--- src/rtl/exec_pkg.sv ---
// Shared types and constants for the execute stage and its multiply/divide unit.
package exec_pkg;

  localparam int unsigned XLEN      = 32;
  localparam int unsigned MD_CYCLES = 32;
  localparam int unsigned CNT_W     = $clog2(MD_CYCLES + 1);
  localparam int unsigned OP_W      = 4;
  localparam int unsigned REG_W     = 5;
  localparam int unsigned EXMEM_W   = 75;

  localparam logic [OP_W-1:0] ALU_ADD   = 4'd0;
  localparam logic [OP_W-1:0] ALU_SUB   = 4'd1;
  localparam logic [OP_W-1:0] ALU_AND   = 4'd2;
  localparam logic [OP_W-1:0] ALU_OR    = 4'd3;
  localparam logic [OP_W-1:0] ALU_XOR   = 4'd4;
  localparam logic [OP_W-1:0] ALU_NOR   = 4'd5;
  localparam logic [OP_W-1:0] ALU_SLT   = 4'd6;
  localparam logic [OP_W-1:0] ALU_SLTU  = 4'd7;
  localparam logic [OP_W-1:0] ALU_SLL   = 4'd8;
  localparam logic [OP_W-1:0] ALU_SRL   = 4'd9;
  localparam logic [OP_W-1:0] ALU_SRA   = 4'd10;
  localparam logic [OP_W-1:0] ALU_MULTU = 4'd11;
  localparam logic [OP_W-1:0] ALU_DIVU  = 4'd12;
  localparam logic [OP_W-1:0] ALU_MFHI  = 4'd13;
  localparam logic [OP_W-1:0] ALU_MFLO  = 4'd14;
  localparam logic [OP_W-1:0] ALU_LUI   = 4'd15;

  // EX/MEM register layout, MSB first: [74] regWrite ... [31:0] result
  typedef struct packed {
    logic             reg_write;   // [74]
    logic             mem_write;   // [73]
    logic             mem_to_reg;  // [72]
    logic             mem_read;    // [71]
    logic [1:0]       rsvd;        // [70:69]
    logic [REG_W-1:0] write_reg;   // [68:64]
    logic [XLEN-1:0]  store_data;  // [63:32]
    logic [XLEN-1:0]  result;      // [31:0]
  } exmem_t;

  typedef enum logic {ST_IDLE, ST_BUSY} md_state_e;

endpackage

--- src/rtl/execute_stage_if.sv ---
// Decode-to-execute handshake plus the EX/MEM register output.
interface execute_stage_if;
  import exec_pkg::*;

  logic                 in_valid;
  logic [OP_W-1:0]      aluOp;
  logic [XLEN-1:0]      opA;
  logic [XLEN-1:0]      opB;
  logic [4:0]           shamt;
  logic [XLEN-1:0]      storeData;
  logic [REG_W-1:0]     writeReg;
  logic                 memRead;
  logic                 memWrite;
  logic                 memToReg;
  logic                 regWrite;
  logic                 stall;
  logic [EXMEM_W-1:0]   EXMEMReg;

  modport master (
    output in_valid, aluOp, opA, opB, shamt, storeData, writeReg,
           memRead, memWrite, memToReg, regWrite,
    input  stall, EXMEMReg
  );

  modport slave (
    input  in_valid, aluOp, opA, opB, shamt, storeData, writeReg,
           memRead, memWrite, memToReg, regWrite,
    output stall, EXMEMReg
  );

endinterface

--- src/rtl/mul_div_unit.sv ---
// Iterative unsigned multiply / restoring divide, one bit per cycle.
// hi/lo present the value the working register takes on this edge, so the
// owner can capture the final result on the edge where done is high.
module mul_div_unit
  import exec_pkg::*;
(
  input  logic            clk,
  input  logic            rst_n,
  input  logic            start,
  input  logic            isDiv,
  input  logic [XLEN-1:0] a,
  input  logic [XLEN-1:0] b,
  output logic            busy,
  output logic            done,
  output logic [XLEN-1:0] hi,
  output logic [XLEN-1:0] lo
);

  logic [2*XLEN-1:0] acc_q;
  logic [XLEN-1:0]   b_q;
  logic              div_q;
  logic [CNT_W-1:0]  cnt_q;

  logic [XLEN:0]     mul_sum_c;
  logic [XLEN:0]     div_up_c;
  logic              div_ge_c;
  logic [2*XLEN-1:0] step_c;

  // One iteration: shift-add for multiply, shift-compare-subtract for divide
  always_comb begin
    mul_sum_c = {1'b0, acc_q[2*XLEN-1:XLEN]} + {1'b0, (acc_q[0] ? b_q : '0)};
    div_up_c  = acc_q[2*XLEN-1:XLEN-1];
    div_ge_c  = div_up_c >= {1'b0, b_q};
    step_c    = {mul_sum_c, acc_q[XLEN-1:1]};
    if (div_q) begin
      if (div_ge_c) step_c = {div_up_c[XLEN-1:0] - b_q, acc_q[XLEN-2:0], 1'b1};
      else          step_c = {div_up_c[XLEN-1:0],       acc_q[XLEN-2:0], 1'b0};
    end
  end

  assign busy = (cnt_q != '0);
  assign done = (cnt_q == CNT_W'(1));
  assign hi   = step_c[2*XLEN-1:XLEN];
  assign lo   = step_c[XLEN-1:0];

  // Working register and iteration counter
  always_ff @(posedge clk or negedge rst_n) begin
    if (!rst_n) begin
      acc_q <= '0;
      b_q   <= '0;
      div_q <= 1'b0;
      cnt_q <= '0;
    end else if (start) begin
      acc_q <= {{XLEN{1'b0}}, a};
      b_q   <= b;
      div_q <= isDiv;
      cnt_q <= CNT_W'(MD_CYCLES);
    end else if (busy) begin
      acc_q <= step_c;
      cnt_q <= cnt_q - CNT_W'(1);
    end
  end

endmodule

--- src/rtl/execute_stage.sv ---
// Execute stage: single-cycle ALU, HI/LO registers, stall while mul/div runs.
module execute_stage
  import exec_pkg::*;
(
  input  logic      clk,
  input  logic      rst_n,
  execute_stage_if.slave ex
);

  md_state_e       state_q, state_d;
  logic [XLEN-1:0] hi_q, lo_q;
  exmem_t          exmem_q, exmem_d;

  logic            accept_c;
  logic            is_md_c;
  logic            md_start_c;
  logic            md_busy, md_done;
  logic [XLEN-1:0] md_hi, md_lo;
  logic [XLEN-1:0] alu_res_c;

  assign ex.stall   = (state_q == ST_BUSY);
  assign accept_c   = ex.in_valid && !ex.stall;
  assign is_md_c    = (ex.aluOp == ALU_MULTU) || (ex.aluOp == ALU_DIVU);
  assign md_start_c = accept_c && is_md_c;
  assign ex.EXMEMReg = exmem_q;

  mul_div_unit u_md (
    .clk   (clk),
    .rst_n (rst_n),
    .start (md_start_c),
    .isDiv (ex.aluOp == ALU_DIVU),
    .a     (ex.opA),
    .b     (ex.opB),
    .busy  (md_busy),
    .done  (md_done),
    .hi    (md_hi),
    .lo    (md_lo)
  );

  // Single-cycle ALU on forwarded operands
  always_comb begin
    alu_res_c = '0;
    unique case (ex.aluOp)
      ALU_ADD:  alu_res_c = ex.opA + ex.opB;
      ALU_SUB:  alu_res_c = ex.opA - ex.opB;
      ALU_AND:  alu_res_c = ex.opA & ex.opB;
      ALU_OR:   alu_res_c = ex.opA | ex.opB;
      ALU_XOR:  alu_res_c = ex.opA ^ ex.opB;
      ALU_NOR:  alu_res_c = ~(ex.opA | ex.opB);
      ALU_SLT:  alu_res_c = XLEN'($signed(ex.opA) < $signed(ex.opB));
      ALU_SLTU: alu_res_c = XLEN'(ex.opA < ex.opB);
      ALU_SLL:  alu_res_c = ex.opB << ex.shamt;
      ALU_SRL:  alu_res_c = ex.opB >> ex.shamt;
      ALU_SRA:  alu_res_c = XLEN'($signed(ex.opB) >>> ex.shamt);
      ALU_MFHI: alu_res_c = hi_q;
      ALU_MFLO: alu_res_c = lo_q;
      ALU_LUI:  alu_res_c = {ex.opB[15:0], 16'h0000};
      default:  alu_res_c = '0;
    endcase
  end

  // Next state and EX/MEM payload; mul/div issue and non-accepts are bubbles
  always_comb begin
    state_d = state_q;
    exmem_d = '0;
    unique case (state_q)
      ST_IDLE: if (md_start_c) state_d = ST_BUSY;
      ST_BUSY: if (md_done || !md_busy) state_d = ST_IDLE;
      default: state_d = ST_IDLE;
    endcase
    if (accept_c && !is_md_c) begin
      exmem_d.reg_write  = ex.regWrite;
      exmem_d.mem_write  = ex.memWrite;
      exmem_d.mem_to_reg = ex.memToReg;
      exmem_d.mem_read   = ex.memRead;
      exmem_d.write_reg  = ex.writeReg;
      exmem_d.store_data = ex.storeData;
      exmem_d.result     = alu_res_c;
    end
  end

  // State, EX/MEM and HI/LO registers
  always_ff @(posedge clk or negedge rst_n) begin
    if (!rst_n) begin
      state_q <= ST_IDLE;
      exmem_q <= '0;
      hi_q    <= '0;
      lo_q    <= '0;
    end else begin
      state_q <= state_d;
      exmem_q <= exmem_d;
      if (state_q == ST_BUSY && md_done) begin
        hi_q <= md_hi;
        lo_q <= md_lo;
      end
    end
  end

endmodule

--- src/flat_wrapper.sv ---
// flat-port wrapper written by rule: the top's interface ports become plain ports
module execute_stage_flat import exec_pkg::*;
  (clk, rst_n, ex_in_valid, ex_aluOp, ex_opA, ex_opB, ex_shamt, ex_storeData, ex_writeReg, ex_memRead, ex_memWrite, ex_memToReg, ex_regWrite, ex_stall, ex_EXMEMReg);
  execute_stage_if ex_i ();
  input  logic clk;
  input  logic rst_n;
  input wire logic [$bits(ex_i.in_valid)-1:0] ex_in_valid;
  input wire logic [$bits(ex_i.aluOp)-1:0] ex_aluOp;
  input wire logic [$bits(ex_i.opA)-1:0] ex_opA;
  input wire logic [$bits(ex_i.opB)-1:0] ex_opB;
  input wire logic [$bits(ex_i.shamt)-1:0] ex_shamt;
  input wire logic [$bits(ex_i.storeData)-1:0] ex_storeData;
  input wire logic [$bits(ex_i.writeReg)-1:0] ex_writeReg;
  input wire logic [$bits(ex_i.memRead)-1:0] ex_memRead;
  input wire logic [$bits(ex_i.memWrite)-1:0] ex_memWrite;
  input wire logic [$bits(ex_i.memToReg)-1:0] ex_memToReg;
  input wire logic [$bits(ex_i.regWrite)-1:0] ex_regWrite;
  output wire logic [$bits(ex_i.stall)-1:0] ex_stall;
  output wire logic [$bits(ex_i.EXMEMReg)-1:0] ex_EXMEMReg;
  assign ex_i.in_valid = ex_in_valid;
  assign ex_i.aluOp = ex_aluOp;
  assign ex_i.opA = ex_opA;
  assign ex_i.opB = ex_opB;
  assign ex_i.shamt = ex_shamt;
  assign ex_i.storeData = ex_storeData;
  assign ex_i.writeReg = ex_writeReg;
  assign ex_i.memRead = ex_memRead;
  assign ex_i.memWrite = ex_memWrite;
  assign ex_i.memToReg = ex_memToReg;
  assign ex_i.regWrite = ex_regWrite;
  assign ex_stall = ex_i.stall;
  assign ex_EXMEMReg = ex_i.EXMEMReg;
  execute_stage u_core (.clk(clk), .rst_n(rst_n), .ex(ex_i));
endmodule
--- config.mk ---
export PLATFORM = sky130hd
export DESIGN_NAME = execute_stage_flat
export DESIGN_NICKNAME = d
export VERILOG_FILES = /design/src/rtl/exec_pkg.sv /design/src/rtl/execute_stage_if.sv /design/src/rtl/mul_div_unit.sv /design/src/rtl/execute_stage.sv /design/src/flat_wrapper.sv
export SDC_FILE = /design/constraint.sdc
export NUM_CORES = 1
export LEC_CHECK = 0
export ABC_AREA = 0
export CELL_PAD_IN_SITES_DETAIL_PLACEMENT = 1
export CELL_PAD_IN_SITES_GLOBAL_PLACEMENT = 1
export CORE_ASPECT_RATIO = 1.1
export CORE_MARGIN = 4
export CORE_UTILIZATION = 30
export CTS_CLUSTER_SIZE = 40
export DETAILED_ROUTE_END_ITERATION = 8
export GPL_TIMING_DRIVEN = 0
export PLACE_DENSITY_LB_ADDON = 0.12
export SLEW_MARGIN = 20
export SYNTH_ARGS = -nofsm -noshare
export SYNTH_HDL_FRONTEND = slang
export SYNTH_SLANG_ARGS = --single-unit
export TNS_END_PERCENT = 10
--- constraint.sdc ---
create_clock -name clk -period 4.2 [get_ports clk]
set_input_delay 0.84 -clock clk [delete_from_list [all_inputs] [get_ports clk]]
set_output_delay 0.84 -clock clk [all_outputs]
set_load 0.02 [all_outputs]
; ---- Yosys cells after proc, flatten, opt, wreduce, memory -nomap -nowiden
; Cells that the tools add are included.
; Widths: inputs -> output; s select.
[word_totals]
regBits = 241
output_inout_bits = 76
wordCells = 71
[op_classes]
add_sub_neg = 5
n_lt_le_gt_ge = 3
n_eq_ne = 16
shifts = 3
mux = 13
bitwise = 5
n_reduce_logical = 12
[op_table]
columns = op, n
row1 = $pmux 32 s14, 1
row2 = $mux 64, 4
row3 = $mux 69, 1
row4 = $lt 32x32->1, 2
row5 = $sub 32x32->32, 2
row6 = $add 32x32->33, 1
row7 = $ge 33x32->1, 1
row8 = $add 32x32->32, 1
row9 = $and 32x32->32, 1
row10 = $eq 4x4->1 const B, 8
row11 = $mux 32, 1
row12 = $not 32->32, 1
row13 = $or 32x32->32, 1
row14 = $shl 32x5->32, 1
row15 = $shr 32x5->32, 1
row16 = $sshr 32x5->32, 1
row17 = $xor 32x32->32, 1
row18 = $eq 4x3->1 const B, 4
row19 = $mux 6, 2
row20 = $eq 4x2->1 const B, 2
row21 = $eq 6x1->1 const B, 1
row22 = $reduce_bool 6->1, 1
row23 = $sub 6x1->6 const B, 1
row24 = $eq 4x1->1 const B, 1
row25 = 9 further kinds, 16

; ---- Depth between registers and ports, before layout
; Gate-level depths: netlist of the first run.
[logic_depth]
depth_word = 5
mapped_depth = 16
depth_no_buf = 14

; ---- Hierarchy
; Synthesis of the first run repeated with hierarchy kept, for this count alone.
[unflattened]
cells_unflattened = 2836
area_unflattened_um2 = 23288.6
[by_module_without_submodules]
columns = mod, instances, cells_each, area_per_inst_um2
row1 = execute_stage, 1, 1699, 14089.8
row2 = mul_div_unit, 1, 1137, 9198.8

; ---- Worst setup path before layout of the first run
; OpenSTA, ideal clock, no wires.
[synth_path]
kind = input -> register
from = input ex_opB[10]
to = register u_core.exmem_q, in the netlist u_core.ex.EXMEMReg[30]
setup_time_ns = 0.124
t_arrival_ns = 3.524
required_ns = 4.076
path_slack_ns = 0.552
stages = 13
n_path_buf = 2
path_cell_list = clkbuf_1 -> inv_1 -> ha_1 -> clkbuf_1 -> o21a_1 -> nor2_1 -> or3_1 -> o21ai_1 -> a22o_1 -> a21oi_1 -> nor3_1 -> mux2_2 -> a211o_1
[synth_lines]
columns = item, line
row1 = "start, declared", flat_wrapper.sv:10  ; input wire logic [$bits(ex_i.opB)-1:0] ex_opB;
row2 = "end signal, assigned", execute_stage.sv:91  ; exmem_q <= exmem_d;
row3 = "end, declared", execute_stage.sv:12  ; exmem_t exmem_q, exmem_d;

==> summary.md, run 1 <==
| Metric | Value |
|---|---|
| Clock Skews | about 0.013 ns |
| Most used DFF post-synth | dfrtp_1 |
| Peak VDD IR | 0.505 mV |
| Top cells by area, synth | dfrtp_1 (27%), ha_1 (9.4%), o21ai_0 (6.4%) |
| Synth warnings | 0 |
| I/O Buffers | 185 |
| GPL Wtd Cong | ~1.0 |
| Num ports | between 150 and 200 |
| Final Instance Area | 27200 sq um |
| Vias | 24300 |
| Commonest cells post-synth | nand2_1 (303), o21ai_0 (290), nor2_1 (262) |
| Via/cell ratio | a little under 6 |
| Share of layout cells above drive strength 1 | 0.0769 |
| Grt total ovfl | 0 |
| Initial core utilization | 0.304 |
| Final Max Slew Viols | 0 |
| Final worst path period share | 1.03 |
| # rows | 105 |
| Netlist Area Pre-Place | 22700 sq um |
| H-tree depth | 1 |
| Post-Route WL | 129000 microns |
| WP data arrival | 4.78 ns |
| Syn Inst Count | 2882 |
| Crit path time final | around 4.3 ns |
| Worst setup EP type | register |
| Clock transition at path regs | 0.06 ns |
| DRC Markers | 0 |
| Total Routing Usage GR | 0.310 |
| Fillers | 9022 |
| Final Power | 18.8 mW |
| Hold slack | 0.0949 ns |
| Critical setup path kind | primary input to register |
| CP bufs+invs | 3 |
| Outcome | finished with violations |
| Slowest cell on the critical path | clkdlybuf4s50_1 |
| CTS Sinks | roughly 240 |
| Initial DRC Count | 1904 |
| Largest net degree at the start of global routing | between 90 and 100 |
| Placeable Area | about 75000 sq um |
| Max transition margin | 0.263 |
| Clk_lat worst skew | 0.59 ns |
| Die Span X | 270 microns |
| FMAX | 0.232 GHz |
| Crit path max-delay family | simple AND/OR/NAND/NOR gates |
| Most numerous cell in the Yosys netlist | nand2_1 |
| DIE HEIGHT | 297 microns |
| Num CTS Buffers | 30 |
| LEAKAGE | 11.9 nW |
| P per Cell Area | 691 nW/um^2 |
| CTS tree | yes |
| Area leader, netlist | dfrtp_1 |
| Setup crit start kind | primary input |
| Vias in the first global route | 25500 |
| Worst path max stage delay | 0.61 ns |
| Die footprint | about 80000 sq um |
| DP Wirelength | approximately 110000 microns |
| Post-placement cell area | 25900 sq um |
| Antenna violations before repair | 1 |
| Worst slew pin tran | 1.10 ns |
| Synth top area share | 0.265 |
| Total negative setup slack | -0.389 ns |
| Wire length of the first global-routing pass | 183000 microns |
| RSZ-0062 raised after global routing | true |
| Critical Path, Cell by Cell | clkdlybuf4s50_1 -> buf_2 -> inv_1 -> ha_1 -> and3_1 -> nand4_1 -> or3_1 -> o21ai_4 -> a22o_1 -> a21oi_1 -> nor3_1 -> mux2_2 -> a211o_1 |
| Area growth syn-to-layout | 19.6% |
| Endpoints failing hold | 0 |
| Number of setup violations in the final report | 8 |
| Final Worst Setup Slack | -0.111 ns |
| Failing checks | setup timing |
| Register area share after synthesis | 0.265 |
| CP Data Required Time | 4.67 ns |
| Crit path max fanout | 10 |
| Avg WL per Cell | 31.6 microns |
| Post-synth ARST share | 1.00 |
| DRT Pass-1 Iters | 5 |
| Max-cap violation count | 0 |
| Clock Path Buffers | 3 |
| Cts hold-fix bufs | 0 |
| Final ANT Viol Nets | 0 |
| Syn_area_per_cell | 7.89 sq um |
| Pre-CTS WS | -1.64 ns |
| Min-Delay Path Class | primary input to asynchronous set/reset pin |
| Nets | ~3400 |
| Synth unique cells | 88 |
| Post-synth EDFFs | 0 |
| Root buffer cell | clkbuf_16 |
| Flops & latches, synth | 241 |
per-layer routing:
layer | part of all wire | GRT usage | vias up
met5 | 0 | 0 | -
met4 | 0.063 | 0.162 | 0
met3 | 0.052 | 0.0394 | 312
met2 | 0.49 | 0.552 | 901
met1 | 0.40 | 0.369 | 12200
li1 | - | - | 10800
final timing paths:
kind                                  startpoint                endpoint  slack (ns)  depth (start not counted)
max in group asynchronous                  rst_n  u_core.ex.EXMEMReg[58]        2.92                          3
min                                        rst_n   u_core.ex.EXMEMReg[2]        0.09                          1
min in group clk                 u_core.lo_q[14]         u_core.lo_q[14]        0.49                          2
max                                   ex_opB[16]  u_core.ex.EXMEMReg[30]       -0.11                         13
max reg2reg                u_core.u_md.acc_q[39]         u_core.hi_q[28]        0.17                         13
min reg2reg                      u_core.lo_q[14]         u_core.lo_q[14]        0.49                          2
power breakdown:
| part | switching [mW] | internal, mW |
|---|---|---|
| logic | 7.20 | 4.71 |
| clock network | 1.15 | 1.64 |
| registers | 0.855 | 3.24 |
| total | 9.21 | 9.59 |
logic make-up after synthesis:
group                    Yosys count  share of synthesized area
other                              1                   0.000165
AND/OR/NAND/NOR                  885                      0.178
XOR/XNOR                          88                     0.0339
adder cells (fa/ha/maj)          174                     0.0971
AO/OA/AOI/OAI                    978                      0.271
flip-flops                       241                      0.265
multiplexers                     166                     0.0926
buffers and inverters            349                     0.0614
flip-flops by register name, summed over array words and instances, names as in the netlist:
signal              flops
u_core.u_md.cnt_q       6
u_core.u_md.div_q       1
u_core.ex.EXMEMReg     73
u_core.hi_q            32
u_core.ex.stall         1
u_core.u_md.b_q        32
u_core.u_md.acc_q      64
u_core.lo_q            32
timing repair:
item,CTS,global route
pin swaps,4,4
resized for setup,75,42
setup endpoints to repair,64,23
setup buffers,6,2
worst reg2reg max path, delay by kind of cell (launching register included):
family	cells	cell delay (ns)
DFF	1	0.50
muxes	3	0.79
adders and majority gates	1	0.43
buffers and inverters	2	0.27
and+or+nand+nor	1	0.25
AOI/OAI and AO/OA	6	1.68
stage by stage:
step	utilization	instances
global placement	0.344	4031
detailed placement	0.346	4038
global route	0.363	4095
floorplan	-	2883
CTS	0.362	4097
finish	0.363	4098
cell type report:
type	count	area (sq um)	share of cell area
clock buffers	37	817	0.0300
repair buffers	200	2030	0.0745
diodes	3	7.51	0.000276
clock inverters	19	238	0.00874
inverters	148	556	0.0204
multi-input cells	2293	15500	0.568
well taps	963	1200	0.0443
flip-flops and latches	241	6030	0.222
plain buffers	194	856	0.0315
placed cells by master (no fill, tap or decap), drive strengths merged, types with 31 or more instances in the layout:
cell           instances
a31oi                 38
mux4                  31
buf                   61
nor3                  45
a211oi                46
nand2                303
nand2b                38
o21ai                305
xnor2                 60
a21o                  51
nand3                 47
a21oi                251
nor2                 262
mux2i                109
dfrtp                241
ha                   170
inv                  150
clkbuf               190
and2                  85
clkdlybuf4s50        163
a221oi                37
a22oi                 31
o211ai                51
Note: power is estimated with default switching activity, not from simulation.
==> run 2: changes to the inputs <==
- SETUP_SLACK_MARGIN: unset -> 0.5
==> run 2 against run 1 <==
  * Hold slack improved by 0.00067 ns
  * Critical path type unchanged
  * The flow now finishes without violations
  * Sequential share of layout area is 0.48 points lower
  * Largest cell class unchanged
  * Largest power group unchanged
  * Clock power hardly changed
  * Register-to-register slack gained 0.29 ns
  * First-iteration DRC count increased by 13%
  * Cell count rose by 0.61%
  * Total power up 1.5%
  * Routed wire length grew 0.43%
==> summary.md, run 2 (synthesis results as in run 1) <==
| Metric | Value |
|---|---|
| Outcome | completed |
| Clock transition at path regs | 0.06 ns |
| Critical Path, Cell by Cell | clkdlybuf4s50_1 -> inv_1 -> nand2_1 -> nor2_1 -> clkbuf_1 -> a222oi_1 -> o2111ai_1 -> a21oi_1 -> o21ai_0 -> a21oi_1 -> nor2_1 |
| FMAX | 0.258 GHz |
| Final worst path period share | 0.921 |
| GPL Wtd Cong | 1.05 |
| Grt total ovfl | 0 |
| Die Span X | around 270 microns |
| Total Routing Usage GR | 0.312 |
| H-tree depth | 1 |
| LEAKAGE | 12.3 nW |
| Min-Delay Path Class | primary input to asynchronous set/reset pin |
| Final Max Slew Viols | 0 |
| Fillers | 8979 |
| Crit path max-delay family | compound AO/OA/AOI/OAI gates |
| Max transition margin | 0.247 |
| Antenna violations before repair | 3 |
| Reg2Reg Depth | 13 |
| Die footprint | 80200 sq um |
| Slowest cell on the critical path | a222oi_1 |
| CP Data Required Time | 4.64 ns |
| Worst r2r src | u_core.u_md.acc_q[54] |
| Num ports | 193 |
| RSZ-0062 raised after global routing | true |
| Avg WL per Cell | 31.5 microns |
| CTS Sinks | between 200 and 250 |
| Setup crit start kind | primary input |
| Worst slew pin tran | 1.13 ns |
| DRT Pass-1 Iters | 5 |
| Share of layout cells above drive strength 1 | 0.121 |
| Vias | between 20000 and 25000 |
| Final ANT Viol Nets | 0 |
| Initial core utilization | 0.304 |
| Post-placement cell area | 25900 sq um |
| Reg2reg end | u_core.hi_q[28] |
| P per Cell Area | 686 nW/um^2 |
| Critical setup path kind | primary input to register |
| Worst path max stage delay | between 0.7 and 0.8 ns |
| Max-cap violation count | 0 |
| WP data arrival | 4.31 ns |
| CTS tree | yes |
| Root buffer cell | clkbuf_16 |
| Initial DRC Count | about 2200 |
| Clock Path Buffers | 3 |
| Most common cell after layout, fill and taps aside | nand2_1 |
| Final Util | 0.371 |
| Most frequent cells in the layout | nand2_1 (301), o21ai_0 (273), nor2_1 (256) |
| Placeable Area | 74900 sq um |
| Clock Skews | 0.0126 ns |
| I/O Buffers | 185 |
| Largest net degree at the start of global routing | 96 |
| Crit path time final | roughly 3.9 ns |
| Vias in the first global route | 25700 |
| Final Instance Area | 27800 sq um |
| Endpoints failing hold | 0 |
| Number of setup violations in the final report | 0 |
| Max FFs per register | 73 |
| Num CTS Buffers | 30 |
| CP bufs+invs | 3 |
| # rows | 105 |
| Reg2reg setup slack | approximately 0.46 ns |
| Peak VDD IR | 0.406 mV |
| DP Wirelength | ~110000 microns |
| Worst setup EP type | register |
| Post-Route WL | between 100000 and 150000 microns |
| DIE HEIGHT | ~300 microns |
| Nets | ~3400 |
| Clk_lat worst skew | 0.59 ns |
| DRC Markers | 0 |
| Area growth syn-to-layout | 22.3% |
| Crit path max fanout | 10 |
| Via/cell ratio | 5.94 |
| Wire length of the first global-routing pass | 184000 microns |
-- run 2: cell count changes in the layout (fill, tap and decap cells not counted), moves of 9 or more --
cell             change
a21oi_1             -10
buf_1                -9
buf_2               +14
buf_4               +21
clkbuf_1            -24
clkbuf_2            +28
clkbuf_4            +13
clkdlybuf4s50_1     -29
o21ai_0              -9
-- run 2: metal layers --
metal	share of wire	up-vias	wire, microns	global-route usage
li1	-	10900	-	-
met1	0.39	12300	51100	0.369
met2	0.49	951	63300	0.554
met3	0.053	335	6930	0.0390
met4	0.066	4	8610	0.170
met5	0.00021	-	27	0
-- run 2: worst max path at each step --
stage,from,end,depth (start not counted)
after floorplan,ex_opB[10],u_core.ex.EXMEMReg[30],13
after global placement,rst_n,u_core.ex.EXMEMReg[40],1
after detailed placement,ex_opB[11],u_core.ex.EXMEMReg[24],14
after CTS,ex_shamt[0],u_core.ex.EXMEMReg[13],12
after global routing,u_core.u_md.acc_q[50],u_core.hi_q[28],15
final,ex_aluOp[3],u_core.ex.EXMEMReg[16],11
-- run 2: stage by stage --
step	hold slack (ns)	setup slack, ns	setup TNS [ns]	total power, mW	instances
after floorplan	0.449	0.552	0	11.9	2883
after CTS	0.0938	0.411	0	18.9	4117
after detailed placement	0.479	-1.64	-55.37	15.8	4038
after global placement	0.470	-8.81	-2159.83	15.5	4031
after global routing	0.0939	0.376	0	20.4	4121
final	0.0956	0.331	0	19.1	4123
-- run 2: final cells by class --
class	instances	area, sq um	area share
Clock inverter	19	238	0.00855
Antenna cell	2	5.00	0.000180
Buffer	201	1000	0.0361
Tap cell	963	1200	0.0433
Multi-Input combinational cell	2293	15900	0.570
Sequential cell	241	6030	0.217
Inverter	148	556	0.0200
Timing Repair Buffer	219	2090	0.0752
Clock buffer	37	817	0.0294
-- run 2: power by group --
group	internal, mW	total [mW]	switching, mW	leakage [nW]
Clock	1.64	2.79	1.15	0.502
Combinational	4.86	12.2	7.33	8.71
Sequential	3.24	4.11	0.861	3.04
Total	9.74	19.1	9.34	12.3
-- run 2: what timing repair did --
item	4_1_cts	5_1_grt
gates resized for setup	241	137
endpoints found under the setup margin	106	82
pin swaps	21	16
hold buffers	0	0
setup buffers	23	4
